===== config.mk =====
export PLATFORM = sky130hd
export DESIGN_NAME = aq_gemac_tx_arbiter
export DESIGN_NICKNAME = d
export VERILOG_FILES = /design/src/rtl/aq_gemac_tx_arbiter_pkg.sv /design/src/rtl/aq_gemac_rr_pick.sv /design/src/rtl/aq_gemac_tx_arbiter.sv
export SDC_FILE = /design/constraint.sdc
export NUM_CORES = 1
export LEC_CHECK = 0
export CAP_MARGIN = 10
export CORE_ASPECT_RATIO = 0.7
export CORE_MARGIN = 5
export CORE_UTILIZATION = 29
export DETAILED_ROUTE_END_ITERATION = 8
export HOLD_SLACK_MARGIN = 0.15
export PLACE_DENSITY = 0.83
export RECOVER_POWER = 100
export SETUP_SLACK_MARGIN = 0.15
export SKIP_LAST_GASP = 1
export SLEW_MARGIN = 30
export SYNTH_ARGS = -nofsm -noshare
export SYNTH_HDL_FRONTEND = slang
export SYNTH_SLANG_ARGS = --single-unit

===== constraint.sdc =====
create_clock -name clk -period 2.5 [get_ports clk]
set_clock_uncertainty 0.05 [all_clocks]
set_input_delay 0.5 -clock clk [delete_from_list [all_inputs] [get_ports clk]]
set_output_delay 0.5 -clock clk [all_outputs]
set_load 0.01 [all_outputs]

===== src/rtl/aq_gemac_tx_arbiter_pkg.sv =====
// Shared types and constants for the GEMAC TX frame-buffer arbiter.
//   NREQ      : number of frame sources sharing the MAC TX buffer
//   IDX_W     : width of a source index
//   DATA_W    : TX data word width
//   SPACE_W   : width of the MAC buffer free-space count
//   arb_state_e : arbiter FSM states
//   tx_word_t : one word presented to the MAC TX buffer
package aq_gemac_tx_arbiter_pkg;

  localparam int unsigned NREQ    = 4;
  localparam int unsigned IDX_W   = 2;
  localparam int unsigned DATA_W  = 32;
  localparam int unsigned SPACE_W = 10;

  typedef enum logic [1:0] {
    A_IDLE    = 2'd0,
    A_GRANT   = 2'd1,
    A_BUSY    = 2'd2,
    A_RELEASE = 2'd3
  } arb_state_e;

  typedef struct packed {
    logic              we;
    logic              sof;
    logic              eof;
    logic [DATA_W-1:0] data;
  } tx_word_t;

endpackage


===== src/rtl/aq_gemac_rr_pick.sv =====
// Combinational 4-way round-robin picker.
//   req_i   : pending requests
//   last_i  : index of the most recently served source
//   valid_o : at least one request pending
//   gnt_o   : one-hot pick (first set bit scanning last+1, last+2, ... with wrap)
//   idx_o   : binary index of the pick
module aq_gemac_rr_pick
  import aq_gemac_tx_arbiter_pkg::*;
(
  input  logic [NREQ-1:0]  req_i,
  input  logic [IDX_W-1:0] last_i,
  output logic             valid_o,
  output logic [NREQ-1:0]  gnt_o,
  output logic [IDX_W-1:0] idx_o
);

  logic [IDX_W-1:0] cand;

  // Index arithmetic wraps naturally at IDX_W bits (3 -> 0).
  always_comb begin
    valid_o = 1'b0;
    gnt_o   = '0;
    idx_o   = '0;
    cand    = '0;
    for (int unsigned k = 1; k <= NREQ; k++) begin
      cand = last_i + IDX_W'(k);
      if (!valid_o && req_i[cand]) begin
        valid_o     = 1'b1;
        gnt_o[cand] = 1'b1;
        idx_o       = cand;
      end
    end
  end

endmodule


===== src/rtl/aq_gemac_tx_arbiter.sv =====
// GEMAC TX frame-buffer arbiter: round-robin, whole-frame grants among 4 sources.
// Owns all drive of the MAC TX buffer write port; the data path is a zero-latency
// mux selected by the registered one-hot grant.
//
// Optional feature: define GEMAC_TX_ARB_TIMEOUT_EN to force-release a grant that
// has been idle for TIMEOUT_CYC cycles (a stalled frame is closed with a forced
// TX_END word of zero data).
//
// Ports
//   clk, rst_n    : clock, async active-low reset
//   req_i         : per-source frame pending (level)
//   gnt_o         : one-hot grant, registered
//   req_ready_o   : tx_ready_i & gnt_o (combinational)
//   req_we_i/req_start_i/req_end_i/req_data_i : per-source word interface
//   req_space_o   : tx_space_i broadcast (combinational)
//   proto_err_o   : pulse, write seen from an ungranted source (word dropped)
//   timeout_o     : pulse on forced release (always 0 without the feature)
//   tx_we_o/tx_start_o/tx_end_o/tx_data_o : MAC buffer write port (combinational)
//   tx_ready_i    : MAC buffer can accept a new frame
//   tx_space_i    : free words in MAC buffer
module aq_gemac_tx_arbiter
  import aq_gemac_tx_arbiter_pkg::*;
#(
  parameter int unsigned TIMEOUT_CYC = 1024,
  parameter int unsigned CNT_W       = 11
) (
  input  logic                   clk,
  input  logic                   rst_n,
  input  logic [NREQ-1:0]        req_i,
  output logic [NREQ-1:0]        gnt_o,
  output logic [NREQ-1:0]        req_ready_o,
  input  logic [NREQ-1:0]        req_we_i,
  input  logic [NREQ-1:0]        req_start_i,
  input  logic [NREQ-1:0]        req_end_i,
  input  logic [NREQ*DATA_W-1:0] req_data_i,
  output logic [SPACE_W-1:0]     req_space_o,
  output logic                   proto_err_o,
  output logic                   timeout_o,
  output logic                   tx_we_o,
  output logic                   tx_start_o,
  output logic                   tx_end_o,
  output logic [DATA_W-1:0]      tx_data_o,
  input  logic                   tx_ready_i,
  input  logic [SPACE_W-1:0]     tx_space_i
);

  arb_state_e       state_q, state_d;
  logic [NREQ-1:0]  gnt_q, gnt_d;
  logic [IDX_W-1:0] gidx_q, gidx_d;
  logic [IDX_W-1:0] last_q, last_d;
  logic             proto_err_q, proto_err_d;
  logic             timeout_q, timeout_d;

  logic             pick_valid;
  logic [NREQ-1:0]  pick_gnt;
  logic [IDX_W-1:0] pick_idx;

  tx_word_t         src_word;
  tx_word_t         tx_word;
  logic             force_eof;
  logic             tmo_hit;

  aq_gemac_rr_pick u_rr_pick (
    .req_i   (req_i),
    .last_i  (last_q),
    .valid_o (pick_valid),
    .gnt_o   (pick_gnt),
    .idx_o   (pick_idx)
  );

  // Source mux: only the granted source's word can reach the MAC.
  always_comb begin
    src_word = '0;
    for (int unsigned i = 0; i < NREQ; i++) begin
      if (gnt_q[i]) begin
        src_word.we   = src_word.we   | req_we_i[i];
        src_word.sof  = src_word.sof  | req_start_i[i];
        src_word.eof  = src_word.eof  | req_end_i[i];
        src_word.data = src_word.data | req_data_i[DATA_W*i +: DATA_W];
      end
    end
  end

  // A forced close replaces the source word entirely.
  always_comb begin
    tx_word = src_word;
    if (force_eof) begin
      tx_word.we   = 1'b1;
      tx_word.sof  = 1'b0;
      tx_word.eof  = 1'b1;
      tx_word.data = '0;
    end
  end

`ifdef GEMAC_TX_ARB_TIMEOUT_EN
  logic [CNT_W-1:0] cnt_q, cnt_d;

  // Idle-cycle counter: cleared on activity or any state change.
  always_comb begin
    cnt_d = '0;
    if (!src_word.we && (state_d == state_q) &&
        ((state_q == A_GRANT) || (state_q == A_BUSY))) begin
      cnt_d = cnt_q + CNT_W'(1);
    end
  end

  always_ff @(posedge clk or negedge rst_n) begin
    if (!rst_n) cnt_q <= '0;
    else        cnt_q <= cnt_d;
  end

  assign tmo_hit = ((state_q == A_GRANT) || (state_q == A_BUSY)) && !src_word.we &&
                   (cnt_q == CNT_W'(TIMEOUT_CYC - 1));
`else
  logic unused_cfg;
  assign unused_cfg = ^{TIMEOUT_CYC, CNT_W};
  assign tmo_hit    = 1'b0;
`endif

  // Next-state and grant control.
  always_comb begin
    state_d   = state_q;
    gnt_d     = gnt_q;
    gidx_d    = gidx_q;
    last_d    = last_q;
    timeout_d = 1'b0;
    force_eof = 1'b0;
    unique case (state_q)
      A_IDLE: begin
        if (tx_ready_i && pick_valid) begin
          gnt_d   = pick_gnt;
          gidx_d  = pick_idx;
          state_d = A_GRANT;
        end
      end
      A_GRANT: begin
        // Any granted write opens the frame, START or not.
        if (src_word.we) begin
          state_d = src_word.eof ? A_RELEASE : A_BUSY;
        end else if (!(|(req_i & gnt_q))) begin
          gnt_d   = '0;
          last_d  = gidx_q;
          state_d = A_IDLE;
        end else if (tmo_hit) begin
          gnt_d     = '0;
          last_d    = gidx_q;
          timeout_d = 1'b1;
          state_d   = A_RELEASE;
        end
      end
      A_BUSY: begin
        if (src_word.we && src_word.eof) begin
          state_d = A_RELEASE;
        end else if (tmo_hit) begin
          force_eof = 1'b1;
          gnt_d     = '0;
          last_d    = gidx_q;
          timeout_d = 1'b1;
          state_d   = A_RELEASE;
        end
      end
      A_RELEASE: begin
        gnt_d   = '0;
        last_d  = gidx_q;
        state_d = A_IDLE;
      end
      default: state_d = A_IDLE;
    endcase
  end

  assign proto_err_d = |(req_we_i & ~gnt_q);

  always_ff @(posedge clk or negedge rst_n) begin
    if (!rst_n) begin
      state_q     <= A_IDLE;
      gnt_q       <= '0;
      gidx_q      <= '0;
      last_q      <= IDX_W'(NREQ - 1);
      proto_err_q <= 1'b0;
      timeout_q   <= 1'b0;
    end else begin
      state_q     <= state_d;
      gnt_q       <= gnt_d;
      gidx_q      <= gidx_d;
      last_q      <= last_d;
      proto_err_q <= proto_err_d;
      timeout_q   <= timeout_d;
    end
  end

  assign gnt_o       = gnt_q;
  assign req_ready_o = gnt_q & {NREQ{tx_ready_i}};
  assign req_space_o = tx_space_i;
  assign proto_err_o = proto_err_q;
  assign timeout_o   = timeout_q;
  assign tx_we_o     = tx_word.we;
  assign tx_start_o  = tx_word.sof;
  assign tx_end_o    = tx_word.eof;
  assign tx_data_o   = tx_word.data;

endmodule


* Yosys cells after proc, flatten, opt, wreduce, memory -nomap -nowiden
Cells that the tools add are included.
** Word-level totals
- Memories :: 0
- Bits in writable memories :: 0
- Latch bits :: 0
- Bits in read-only memories :: 0
- Bits in registers :: 11
** Operators by class
- Add/subtract/negate cells :: 3
- Multipliers :: 0
- Order comparisons :: 8
- Bitwise logic cells :: 20
- Mux-type cells :: 45
- Reductions and logical operators :: 20
- Equality and inequality tests :: 8
- Shift-type cells :: 0
- Divide/modulo/power cells :: 0
** Operators with widths (number)
- $mux W35 :: 4
- $or A32 B32 Y32 :: 3
- $mux W4 :: 7
- $mux W2 :: 10
- $mux W1 :: 13
- $and A4 B4 Y4 :: 3
- $lt A2 B3 Y1 const B :: 4
- $or A4 B4 Y4 :: 3
- $pmux W4 S3 :: 1
- $logic_and A1 B1 Y1 :: 9
- $or A1 B1 Y1 :: 9
- $bmux W1 S2 :: 4
- $demux W1 S2 :: 4
- $ge A2 B1 Y1 const B :: 4
- $ne A2 B2 Y1 const B :: 4
- $pmux W2 S4 :: 1
- $reduce_or A4 Y1 :: 2
- $reduce_and A3 Y1 :: 2
- $add A2 B2 Y2 const B :: 2
- $eq A2 B2 Y1 const B :: 2
- $not A4 Y4 :: 1
- $pmux W2 S2 :: 1
- $reduce_and A4 Y1 :: 1
- $logic_not A1 Y1 :: 3
- 7 further kinds :: 7

* Longest topological paths before layout
- Depth after elaboration :: 16
- Gate-level depth with buffers :: 8

* Modules after synthesis
From an unflattened synthesis, not the netlist that was laid out.
** Second synthesis, totals
- Cells, all modules :: 265
- Area, all modules :: 2009.4 µm²
** Modules (own cells, without submodules)
- aq_gemac_tx_arbiter :: seq. area each 277.8 µm², cells an instance 180, times used 1, area each 1377.6 µm²
- aq_gemac_rr_pick :: seq. area each 0.0 µm², cells an instance 85, times used 1, area each 631.9 µm²

* Worst setup path after synthesis
No wires, ideal clock.
- Path type :: reg2reg
- Start :: reg last_q[1]
- End :: reg gnt_q[0] (netlist: gnt_o[0])
- Library setup time :: 0.090 ns
- Clock period less this slack :: 2.123 ns
- Buffers on the path :: 2
- Stages on the path, launching flop included :: 9
- Slack :: 0.377 ns
- Required time :: 2.360 ns
- Arrival :: 1.983 ns
- Path through :: dfstp_2 -> buf_6 -> inv_1 -> ha_1 -> clkbuf_2 -> mux4_2 -> nor2b_1 -> a32oi_1 -> o221ai_1
** On the way
- Cells in the longest elaborated chain, start to end :: 16
- Elaborated cells on any way between the ends :: 53
- Those cells by class :: 3 x add/sub; 8 x order compare; 1 x eq/ne; 26 x mux; 3 x bitwise; 12 x reduce/logical
** Ends and longest elaborated chain
- start: declaration :: RTL line aq_gemac_tx_arbiter.sv:50 : logic [IDX_W-1:0] last_q, last_d;
- start signal: assignment :: RTL line aq_gemac_tx_arbiter.sv:178 : last_q <= IDX_W'(NREQ - 1);
- start signal: assignment :: RTL line aq_gemac_tx_arbiter.sv:185 : last_q <= last_d;
- parallel branches: the longest is 16 deep, another holds $lt A2 B3 Y1
- end signal: assignment :: RTL line aq_gemac_tx_arbiter.sv:183 : gnt_q <= gnt_d;
- end: declaration :: RTL line aq_gemac_tx_arbiter.sv:48 : logic [NREQ-1:0] gnt_q, gnt_d;
Several ways; the timed one is not identified. The select of a mux whose other input is x is not followed.
A chain may end at the register's enable or synchronous reset.

* Worst setup path after layout
- Start :: in req_we_i[2]
- End :: out tx_we_o
** On the way
- Cells in the longest elaborated chain, start to end :: 4
** Ends and longest elaborated chain
- start: declaration :: RTL line aq_gemac_tx_arbiter.sv:32 : input logic [NREQ-1:0] req_we_i,
- $or A1 B1 Y1 * :: RTL line aq_gemac_tx_arbiter.sv:76 : src_word.we = src_word.we | req_we_i[i];
- $mux W35 * :: RTL line aq_gemac_tx_arbiter.sv:75 : if (gnt_q[i]) begin
- $or A1 B1 Y1 :: RTL line aq_gemac_tx_arbiter.sv:76
- $mux W35 * :: RTL line aq_gemac_tx_arbiter.sv:75
- end: declaration :: RTL line aq_gemac_tx_arbiter.sv:39 : output logic tx_we_o,
Every way passes the cells marked *; elsewhere a longest branch is shown, timed or not.

==> results.tsv <==
metric	value	unit
outcome	finished, final reports clean	
FF+latch area	278	µm²
Placed Cells	510	
Clock power frac	0.063	
drt drc	0	
gpl congestion	0.956	
final wirelength	10.5	mm
EDFF count, synth	0	
Fin Hold WS	0.433	ns
Global Route Usage Sum	0.229	
Gate power share	0.816	
Max FO, Critical Path	2	
Tcrit/Tclk final	0.956	
Max Cap Viol	0	
Final Max Tran Viols	0	
Post-CTS Hold Buffers	0	
startpoint types	input pin	
Clock Sinks	11	
DR pass1 iterations	5	
CTS tree	built	
Crit Path Class	in -> out	
die span in y	78.3	µm
setup violators final	0	
# IOs	212	
total grt overflow	0	
Syn Inst Count	252	
vias in the first global route	2845	
Starting Density	0.304	
Synth Cell Area	1930	µm²
FFs w/ async S/R, synth	1.00	
Die W	108	µm
worst-margin pin slew	0.523	ns
clk buf depth	2	
Final TNS setup	0	ns
Row Count	24	
CP max stage cell	dlygate4sd3_1	
DP Wirelength	8.78	mm
WP data arrival	1.84	ns
Worst-path clk slew	0.05	ns
Peak VDD IR	341	µV
Avg Vias per Cell	5.32	
worst path cell trace	dlygate4sd3_1 > a22o_1 > or2_1 > dlygate4sd2_1	
core box area	6370	µm²
crit end category	output port	
TritonCTS Buffers	3	
Initial DRC Count	162	
Sw Ratio	0.449	
Synth warnings	0	
initial antenna violation count	0	
Area Overhead vs Synth	103	%
antenna cells	0	
Worst path max stage delay	0.57	ns
root buf cell	clkbuf_8	
worst skew pair latency	0.24	ns
share of cells above drive strength 1	0.0780	
switching power total	1240	µW
Final Instance Count excl. Fillers	514	
Leakage	0.00164	µW
Seq/Total Area, Yosys	0.144	
DR WL/cell	20.4	µm
Worst Path Required	1.95	ns
RSZ-0062 raised after global routing	true	
min Tclk post-route	2.39	ns
pin count of the biggest net entering global routing	35	
f_max	419	MHz
Avg Cell Area, Syn	7.68	µm²
fillers	572	
Final #Nets	589	
ys flop type	dfrtp_1	
Netlist cell types	55	
slew margin rel.	0.651	
Final Hold Vio Count	0	
htree depth	1	
Seq cells post-synth	11	
part of the power in registers	0.121	
Final ANT Viol Nets	0	
internal power	1520	µW
multi-input combinational cell area	1410	µm²
Tightest Hold Check Type	reg -> reg	
Synthesized Nets	417	
port bufs	190	
die area	8430	µm²
first-pass GRT wire length	15.3	mm
vias	2736	
PD cells	705	nW/µm²
## worst paths after layout
path	from	end	slack, ns	cells past startpoint
worst max-delay path	req_we_i[2]	tx_we_o	0.11	4
worst min-delay path	gidx_q[0]	gidx_q[0]	0.43	2
worst max register to register	last_q[0]	gnt_o[2]	0.30	6
worst min register to register	gidx_q[0]	gidx_q[0]	0.43	2
max in group asynchronous	rst_n	last_q[1]	1.42	1
min in group asynchronous	rst_n	gidx_q[1]	0.62	1
## synth_stat cells, types with 4 or more instances
master | instances | area [µm²]
inv_1 | 11 | 41.3
and2_1 | 4 | 25.0
clkbuf_1 | 11 | 41.3
a22oi_1 | 76 | 571
nor2b_1 | 4 | 25.0
buf_1 | 5 | 18.8
buf_4 | 11 | 82.6
o21ai_0 | 4 | 20.0
dfrtp_1 | 9 | 225
ha_1 | 8 | 100
nand2_1 | 42 | 158
a32oi_1 | 4 | 35.0
buf_6 | 4 | 45.0
## cells in the final DEF (no fill, tap or decap), types with 2 or more instances in the layout
master / count
nor2_1: 2
o21ai_0: 5
clkdlybuf4s25_1: 5
dfstp_2: 2
clkdlybuf4s50_1: 164
ha_1: 7
dlymetal6s2s_1: 5
mux2_2: 3
clkbuf_8: 3
dfrtp_1: 9
nor2b_1: 4
buf_4: 6
and2_1: 3
a32oi_1: 4
o211ai_1: 2
o221ai_1: 3
nand2b_1: 2
o22ai_1: 3
inv_1: 11
clkbuf_1: 5
mux2i_1: 3
a22oi_1: 76
buf_12: 4
a22o_1: 2
dlygate4sd2_1: 3
nor3b_2: 2
nand3_1: 2
dlygate4sd3_1: 11
nand2_1: 42
## area by class of cell
class                   instances  share of cell area
repair buffers                203               0.519
multi-input cells             194               0.359
flip-flops and latches         11              0.0708
well taps                      91              0.0290
clock buffers                   4              0.0115
inverters                      11              0.0105
## sequential cells by signal (all words and copies together) (netlist names), named ones only
signal,flops
last_q,2
state_q,1
gnt_o,4
gidx_q,2
proto_err_o,1
## worst max-delay path, delay by kind of cell
kind,cells,cell delay (ns)
buffers and inverters,2,0.85
AND/OR/NAND/NOR,1,0.23
AO/OA/AOI/OAI,1,0.25
## repair_timing
| item | in CTS | in global routing |
|---|---|---|
| buffers inserted | 0 | 0 |
| endpoints found under the setup margin | 10 | 32 |
| resized for setup | 4 | 17 |
## power groups by stage
stage / Combinational (µW) / Clock (µW) / Sequential [µW]
final: 2260 / 174 / 335
after global routing: 2440 / 190 / 345
after CTS: 2290 / 176 / 336
after detailed placement: 2300 / 0 / 336
after global placement: 2250 / 0 / 330
after floorplan: 1220 / 0 / 330
## routing by layer
metal / track usage / wire length (µm)
met1: 0.270 / 4020
met2: 0.400 / 5270
met3: 0.0713 / 916
met4: 0.0681 / 303
met5: 0 / 0
## stage by stage
stage | power (µW) | setup slack, ns | util | cell area, µm²
after CTS | 2810 | 0.151 | 0.616 | 3920
final | 2770 | 0.111 | 0.616 | 3920
after global placement | 2580 | 0.0818 | 0.609 | 3880
after detailed placement | 2630 | 0.0511 | 0.609 | 3880
after floorplan | 1550 | 0.377 | - | 1930
after global routing | 2970 | 0.0646 | 0.616 | 3920
## logic make-up after synthesis
logic type / count (synthesis) / synth area share
fa+ha+maj: 8 / 0.0517
mux: 8 / 0.0524
compound gates: 109 / 0.436
buf+inv: 47 / 0.136
simple gates: 68 / 0.179
other cells: 1 / 0.00194
flops: 11 / 0.144
Note: power is estimated with default switching activity, not from simulation.
